**src/rtl/writeback_stage.sv**
```systemverilog
// -----------------------------------------------------------------------------
// writeback_stage
//   MEM/WB pipeline register and register-file writeback for the 16-bit RISC
//   pipeline. Non-load instructions retire one cycle after transfer. Loads park
//   in WAIT_MEM until the data memory returns (mem_data_valid) or until
//   MEM_TIMEOUT cycles elapse, in which case the load is abandoned and the
//   sticky mem_timeout flag is raised.
//
// Optional build macro:
//   R0_WRITE_GUARD_EN - when defined, writes whose destination is register 0
//                       never raise RegWrite_from_wb. The instruction still
//                       retires and counts.
//
// Parameters:
//   MEM_TIMEOUT (1..255) - WAIT_MEM cycles without data before abandoning a load
//   CNT_W                - width of retired_count
//
// Ports:
//   clk, rst           - rising-edge clock, asynchronous active-high reset
//   in_valid/in_ready  - transfer handshake from the memory stage
//   alu_result, rt, rd - instruction result and register fields
//   Sig_RegDst         - 1 selects rd as destination, 0 selects rt
//   Sig_MemToReg       - instruction is a load
//   Sig_RegWrite       - instruction writes the register file
//   mem_read_data      - data-memory read return
//   mem_data_valid     - read return valid (only looked at in WAIT_MEM)
//   RegWrite_from_wb   - one-cycle register-file write strobe
//   write_reg          - destination register
//   write_data         - write-back data
//   mem_timeout        - sticky abandoned-load flag
//   retired_count      - retired instruction count (wraps)
// -----------------------------------------------------------------------------
module writeback_stage #(
  parameter int MEM_TIMEOUT = 15,
  parameter int CNT_W       = 16
) (
  input  logic             clk,
  input  logic             rst,
  input  logic             in_valid,
  output logic             in_ready,
  input  logic [15:0]      alu_result,
  input  logic [2:0]       rt,
  input  logic [2:0]       rd,
  input  logic             Sig_RegDst,
  input  logic             Sig_MemToReg,
  input  logic             Sig_RegWrite,
  input  logic [15:0]      mem_read_data,
  input  logic             mem_data_valid,
  output logic             RegWrite_from_wb,
  output logic [2:0]       write_reg,
  output logic [15:0]      write_data,
  output logic             mem_timeout,
  output logic [CNT_W-1:0] retired_count
);

  typedef enum logic [0:0] {
    ST_IDLE     = 1'b0,
    ST_WAIT_MEM = 1'b1
  } state_t;

`ifdef R0_WRITE_GUARD_EN
  localparam logic R0_GUARD = 1'b1;
`else
  localparam logic R0_GUARD = 1'b0;
`endif

  // Last counter value before the timeout fires; the edge that would take the
  // counter to MEM_TIMEOUT is the one that abandons the load.
  localparam logic [7:0] TMO_LAST = 8'(MEM_TIMEOUT - 1);

  state_t           state_r, state_s;
  logic [2:0]       dest_lat_r, dest_lat_s;
  logic             we_lat_r, we_lat_s;
  logic [7:0]       tcnt_r, tcnt_s;
  logic             wr_en_r, wr_en_s;
  logic [2:0]       write_reg_r, write_reg_s;
  logic [15:0]      write_data_r, write_data_s;
  logic             timeout_r, timeout_s;
  logic [CNT_W-1:0] count_r, count_s;
  logic [2:0]       dest_s;

  // A write to r0 is blocked only in guarded builds.
  function automatic logic write_allowed(input logic [2:0] dest);
    return !(R0_GUARD && (dest == 3'b000));
  endfunction

  assign dest_s           = Sig_RegDst ? rd : rt;
  assign in_ready         = (state_r != ST_WAIT_MEM);
  assign RegWrite_from_wb = wr_en_r;
  assign write_reg        = write_reg_r;
  assign write_data       = write_data_r;
  assign mem_timeout      = timeout_r;
  assign retired_count    = count_r;

  // State register and registered outputs.
  always_ff @(posedge clk or posedge rst) begin
    if (rst) begin
      state_r      <= ST_IDLE;
      dest_lat_r   <= 3'd0;
      we_lat_r     <= 1'b0;
      tcnt_r       <= 8'd0;
      wr_en_r      <= 1'b0;
      write_reg_r  <= 3'd0;
      write_data_r <= 16'd0;
      timeout_r    <= 1'b0;
      count_r      <= '0;
    end else begin
      state_r      <= state_s;
      dest_lat_r   <= dest_lat_s;
      we_lat_r     <= we_lat_s;
      tcnt_r       <= tcnt_s;
      wr_en_r      <= wr_en_s;
      write_reg_r  <= write_reg_s;
      write_data_r <= write_data_s;
      timeout_r    <= timeout_s;
      count_r      <= count_s;
    end
  end

  // Next-state and next-output logic; the strobe defaults low so it can only
  // ever last one cycle per retiring instruction.
  always_comb begin
    state_s      = state_r;
    dest_lat_s   = dest_lat_r;
    we_lat_s     = we_lat_r;
    tcnt_s       = tcnt_r;
    wr_en_s      = 1'b0;
    write_reg_s  = write_reg_r;
    write_data_s = write_data_r;
    timeout_s    = timeout_r;
    count_s      = count_r;

    case (state_r)
      ST_IDLE: begin
        if (in_valid) begin
          if (Sig_MemToReg) begin
            state_s    = ST_WAIT_MEM;
            dest_lat_s = dest_s;
            we_lat_s   = Sig_RegWrite;
            tcnt_s     = 8'd0;
          end else begin
            write_data_s = alu_result;
            write_reg_s  = dest_s;
            wr_en_s      = Sig_RegWrite && write_allowed(dest_s);
            count_s      = count_r + CNT_W'(1);
          end
        end else begin
          state_s = ST_IDLE;
        end
      end

      ST_WAIT_MEM: begin
        // Data arriving on the timeout edge still wins.
        if (mem_data_valid) begin
          state_s      = ST_IDLE;
          write_data_s = mem_read_data;
          write_reg_s  = dest_lat_r;
          wr_en_s      = we_lat_r && write_allowed(dest_lat_r);
          count_s      = count_r + CNT_W'(1);
        end else if (tcnt_r == TMO_LAST) begin
          state_s   = ST_IDLE;
          timeout_s = 1'b1;
          tcnt_s    = tcnt_r + 8'd1;
        end else begin
          tcnt_s = tcnt_r + 8'd1;
        end
      end

      default: begin
        state_s = ST_IDLE;
      end
    endcase
  end

endmodule

```
**config.mk**
```make
export PLATFORM = sky130hd
export DESIGN_NAME = writeback_stage
export DESIGN_NICKNAME = d
export VERILOG_FILES = /design/src/rtl/writeback_stage.sv
export SDC_FILE = /design/constraint.sdc
export NUM_CORES = 1
export LEC_CHECK = 0
export ABC_AREA = 1
export BUFFER_PORTS_ARGS = -buffer_cell sky130_fd_sc_hd__buf_4
export CAP_MARGIN = 20
export CORE_ASPECT_RATIO = 2
export CORE_MARGIN = 3
export CORE_UTILIZATION = 45
export DETAILED_ROUTE_END_ITERATION = 8
export MAX_ROUTING_LAYER = met4
export PLACE_DENSITY = 0.75
export SYNTH_ARGS = -nofsm -noshare
export SYNTH_HDL_FRONTEND = slang
export SYNTH_SLANG_ARGS = --single-unit
```
**constraint.sdc**
```tcl
create_clock -name clk -period 1.2 [get_ports clk]
set_input_delay 0.12 -clock clk [delete_from_list [all_inputs] [get_ports clk]]
set_output_delay 0.12 -clock clk [all_outputs]
set_load 0.02 [all_outputs]
```
== After elaboration in Yosys (flattened, before gate mapping) ==
Cells that the tools add are included.

* Register bits: 50
* Output and inout port bits: 38
* Logic and storage cells: 49

* Add/subtract/negate cells: 2
* Equal/unequal tests: 6
* Mux-type cells: 26
* Bitwise gates (word level): 2
* Reduce and logical (&&, ||, !) cells: 4

{| class="wikitable"
|+ Operator list
! kind !! count
|-
| $mux 16 || 6
|-
| $pmux 16 s2 || 2
|-
| $mux 8 || 3
|-
| $add 16x1->16 const B || 1
|-
| $pmux 8 s2 || 1
|-
| $mux 3 || 4
|-
| $reduce_and 3->1 || 4
|-
| $add 8x1->8 const B || 1
|-
| $eq 8x4->1 const B || 1
|-
| $ne 2x2->1 const B || 4
|-
| $mux 1 || 7
|-
| $pmux 3 s2 || 1
|-
| $pmux 1 s2 || 2
|-
| $ne 2x1->1 const B || 1
|-
| $not 1->1 || 2
|}

== Depth between registers and ports, before layout ==
* Depth after elaboration: 4
* Depth in mapped cells: 8
* Mapped depth without buffers: 8

== Worst setup path before layout ==
No wires, ideal clock.

* Kind: register -> register
* Start point: reg count_r[0] (netlist: retired_count[0])
* End point: reg count_r[10] (netlist: retired_count[10])
* Library setup time: 0.117 ns
* Arrival time: 1.255 ns
* Setup slack: -0.173 ns
* Cell stages (with the launch flop): 9
* Path buffers: 0
* Period minus slack after synthesis: 1.373 ns
* Path through: dfrtp_1 > ha_1 > nand2_1 > nor2_1 > nand2_1 > nor2_2 > nand2_1 > nand2_1 > nand2_1

* Word-level cells in the longest chain between the ends: 4

{| class="wikitable"
|+ RTL lines
! item !! line !! source
|-
| start, declared || 79 || <nowiki>logic [CNT_W-1:0] count_r, count_s;</nowiki>
|-
| start signal, assigned || 116 || <nowiki>count_r <= count_s;</nowiki>
|-
| $add 16x1->16 (*) || 145, 159 ||
|-
| $mux 16 || 136 || <nowiki>if (Sig_MemToReg) begin</nowiki>
|-
| $mux 16 || 135 || <nowiki>if (in_valid) begin</nowiki>
|-
| $pmux 16 s2 (*) || 133 || <nowiki>case (state_r)</nowiki>
|}

Mark *: on every way between the ends. The rest lies on a longest branch, timed or not. The select of a mux whose other input is x is not followed.
A chain may end at the register's enable or synchronous reset.

== Final worst setup path ==
* Start point: reg state_r
* End point: reg count_r[15] (netlist: retired_count[15])

* Word-level cells in the longest chain between the ends: 3

{| class="wikitable"
|+ RTL lines
! item !! line !! source
|-
| start, declared || 71 || <nowiki>state_t state_r, state_s;</nowiki>
|-
| start signal, assigned || 108 || <nowiki>state_r <= state_s;</nowiki>
|-
| $not 1->1 (no line) || -- ||
|-
| $ne 2x2->1 (no line) || -- ||
|-
| $reduce_and 3->1 (no line) || -- ||
|}

Several ways; a longest one is shown, not always the timed one.

==> impl_metrics.env <==
export IMPL_report_final_hold_viol_count=0
export IMPL_crit_buf_inv=2
export IMPL_fmax_mhz=703
export IMPL_track_usage_pct=22.1
export IMPL_timing_rr_end="retired_count[15]"
export IMPL_via_count=2721
export IMPL_worstSetupPathType="reg2reg"
export IMPL_synth_seq_area_share_pct=50.3
export IMPL_synthMuxAreaShare_pct=0
export IMPL_synth_xor_area_share_pct=2.46
export IMPL_ys_types=24
export IMPL_port_buffers=82
export IMPL_p_per_area_nw_per_um2=1490
export IMPL_dieArea_sq_um=6510
export IMPL_hold_path_depth=3
export IMPL_finalSetupViolCount=42
export IMPL_clk_pin_slew_ns=0.09
export IMPL_startpoint_type="register"
export IMPL_ff2ff_setup_slack_ns=-0.22
export IMPL_cp_end_kind="register"
export IMPL_layout_nets=499
export IMPL_htreeDepth=2
export IMPL_whs_endpoint="write_data[0]"
export IMPL_dr_first_iter_drc_count=138
export IMPL_clk_path_buf_depth=2
export IMPL_synthCells=325
export IMPL_initial_core_util_pct=47.6
export IMPL_synth_compound_area_share_pct=8.35
export IMPL_synth_seq_cells=50
export IMPL_mostFrequentLayoutCell="buf_4"
export IMPL_critPathTopFamily="simple AND/OR/NAND/NOR gates"
export IMPL_synthAdderAreaFrac_pct=1.51
export IMPL_reg2reg_depth=7
export IMPL_cts_tree="done"
export IMPL_cp_slowest_stage_delay_ns=0.50
export IMPL_gp_congestion=0.893
export IMPL_grt_overflow_total=0
export IMPL_dp_cells=478
export IMPL_status="finished with violations"
export IMPL_final_max_slew_viol_count=0
export IMPL_violations="setup timing"
export IMPL_crit_top_cell="nand2_1"
export IMPL_die_h_um=111
export IMPL_timing_slew_headroom_pct=69.3
export IMPL_min_from="alu_result[0]"
export IMPL_avgSynthCellArea_sq_um=7.66
export IMPL_drv_cap=0
export IMPL_rows=37
export IMPL_crit_slowest_cell="dfrtp_2"
export IMPL_period_minus_slack_ns=1.42
export IMPL_yosysWarningCount=0
export IMPL_syn_num_nets=373
export IMPL_finClkSkew_ns=0.00356
export IMPL_grt_pass1_wl_um=11000
export IMPL_netlist_area_sq_um=2490
export IMPL_hold_ws_ns=0.0781
export IMPL_cts_sinks=50
export IMPL_final_antenna_net_count=0
export IMPL_die_w_um=58.6
export IMPL_route_detailed_drc=0
export IMPL_postLayoutSetupSlackWorst_ns=-0.223
export IMPL_path_cells="inv_4 > nand3_4 > nand2_8 > buf_12 > nand3_1 > nand2_1 > nand2_1"
export IMPL_critical_path_max_fanout=8
export IMPL_numCtsBuffers=5
export IMPL_instances_no_fill=510
export IMPL_syn2layout_area_growth_pct=62.4
export IMPL_antenna_found_initial=0
export IMPL_ir_worst_vdd_mv=1.50
export IMPL_diodes=0
export IMPL_via_per_inst=5.34
export IMPL_yosys_area_share_simple_pct=30.3
export IMPL_grt_pass1_vias=2491
export IMPL_core_area_sq_um=5230
export IMPL_clk_latency_ns=0.30
export IMPL_dr_pass1_iters=4
export IMPL_cp_data_arrival_time_ns=1.61
export IMPL_drive_gt1_share_pct=44.0
export IMPL_rsz0062_at_grt="yes"
export IMPL_detailed_place_hpwl_um=5160
export IMPL_drt_wl_total_um=8530
export IMPL_routedWlPerCell_um=16.7
export IMPL_max_slew_worst_pin_slew_ns=0.455
export IMPL_grt_max_degree=23
export IMPL_worstPathRequired_ns=1.39
export IMPL_final_period_utilization_pct=119
export IMPL_hold_class="in2reg"
export IMPL_cts_root_buf="clkbuf_8"
export IMPL_fillers=350
export IMPL_num_io_pins=83
export IMPL_p_leak_nw=2.03
export IMPL_synth_top_family_by_area="simple AND/OR/NAND/NOR gates"
export IMPL_final_cell_mix="buf_4 (111), nand2_1 (96), dfrtp_1 (46), inv_1 (30), nor2_1 (20)"
export IMPL_power_total_mw=6.03
export IMPL_r2r_start="state_r"
==> timing repair <==
| item | CTS | global route |
|---|---|---|
| pin swaps | 5 | 21 |
| gates cloned | 1 | 3 |
| setup buffers | 6 | 14 |
| setup endpoints to repair | 42 | 51 |
| hold buffers | 1 | 0 |
| gates resized for setup | 18 | 85 |
| endpoints found under the hold margin | 15 | 0 |
==> routing by layer <==
metal	global-route usage, %	vias up	share of wire, %
met4	8.02	0	4.7
li1	-	1277	-
met2	40.6	100	58
met5	-	-	0
met1	23.0	1307	34
met3	2.56	37	4.1
==> cell type report <==
type                       count  area, sq um  share of cell area [%]
timing repair buffer         128         1090                    26.9
clock buffer                   7         76.3                    1.89
multi-input combinational    232         1390                    34.3
tap                           58         72.6                    1.80
clock inverter                 1         30.0                   0.743
sequential                    50         1260                    31.1
inverter                      34          136                    3.37
==> Yosys cell counts (all sizes together) <==
library cell	count	area, sq um
or2	1	6.26
a21oi	3	15.0
xnor2	3	26.3
xor2	4	35.0
a31oi	16	100
ha	3	37.5
nand4	1	6.26
nand2	111	424
clkbuf	4	15.0
nor3	1	5.00
a21o	1	7.51
buf	5	35.0
inv	34	128
o21ai	17	85.1
dfrtp	50	1250
nand3	22	110
nor2	47	186
nor3b	2	15.0
==> logic make-up after synthesis <==
kind of cell             Yosys count
AO/OA/AOI/OAI                     37
XOR/XNOR                           7
adder cells (fa/ha/maj)            3
buffers and inverters             43
flip-flops                        50
AND/OR/NAND/NOR                  185
==> how the worst max path moves through the flow <==
stage / startpoint / end / slack [ns] / cells past startpoint
after floorplan: retired_count[6] / retired_count[14] / -0.03 / 7
final: state_r / retired_count[15] / -0.22 / 7
after global routing: state_r / retired_count[15] / -0.24 / 7
after global placement: retired_count[1] / retired_count[14] / -0.09 / 8
after detailed placement: state_r / write_reg[2] / -0.19 / 6
after CTS: retired_count[1] / retired_count[14] / -0.07 / 8
==> worst reg2reg max path: cells and delay by family, from the launching register on <==
kind	cells	cell delay, ns
buffers and inverters	2	0.29
AND/OR/NAND/NOR	5	0.52
flip-flops	1	0.50
==> where the power goes <==
group	leakage, nW	total (mW)	switching, mW	internal, mW
Combinational	1.35	2.51	1.28	1.23
Clock	0.0524	1.16	0.533	0.624
Sequential	0.625	2.36	0.353	2.01
Total	2.03	6.03	2.17	3.87
==> stage by stage <==
stage | area (sq um) | util, % | worst slack (ns) | TNS, ns
floorplan | 2510 | - | -0.0269 | -0.0431
finish | 4040 | 77.3 | -0.223 | -5.05
global placement | 3350 | 64.0 | -0.0902 | -0.903
CTS | 3570 | 68.3 | -0.0655 | -0.901
detailed placement | 3350 | 64.0 | -0.187 | -3.51
global route | 4040 | 77.3 | -0.242 | -6.36
Power figures use the tool's default switching activity.
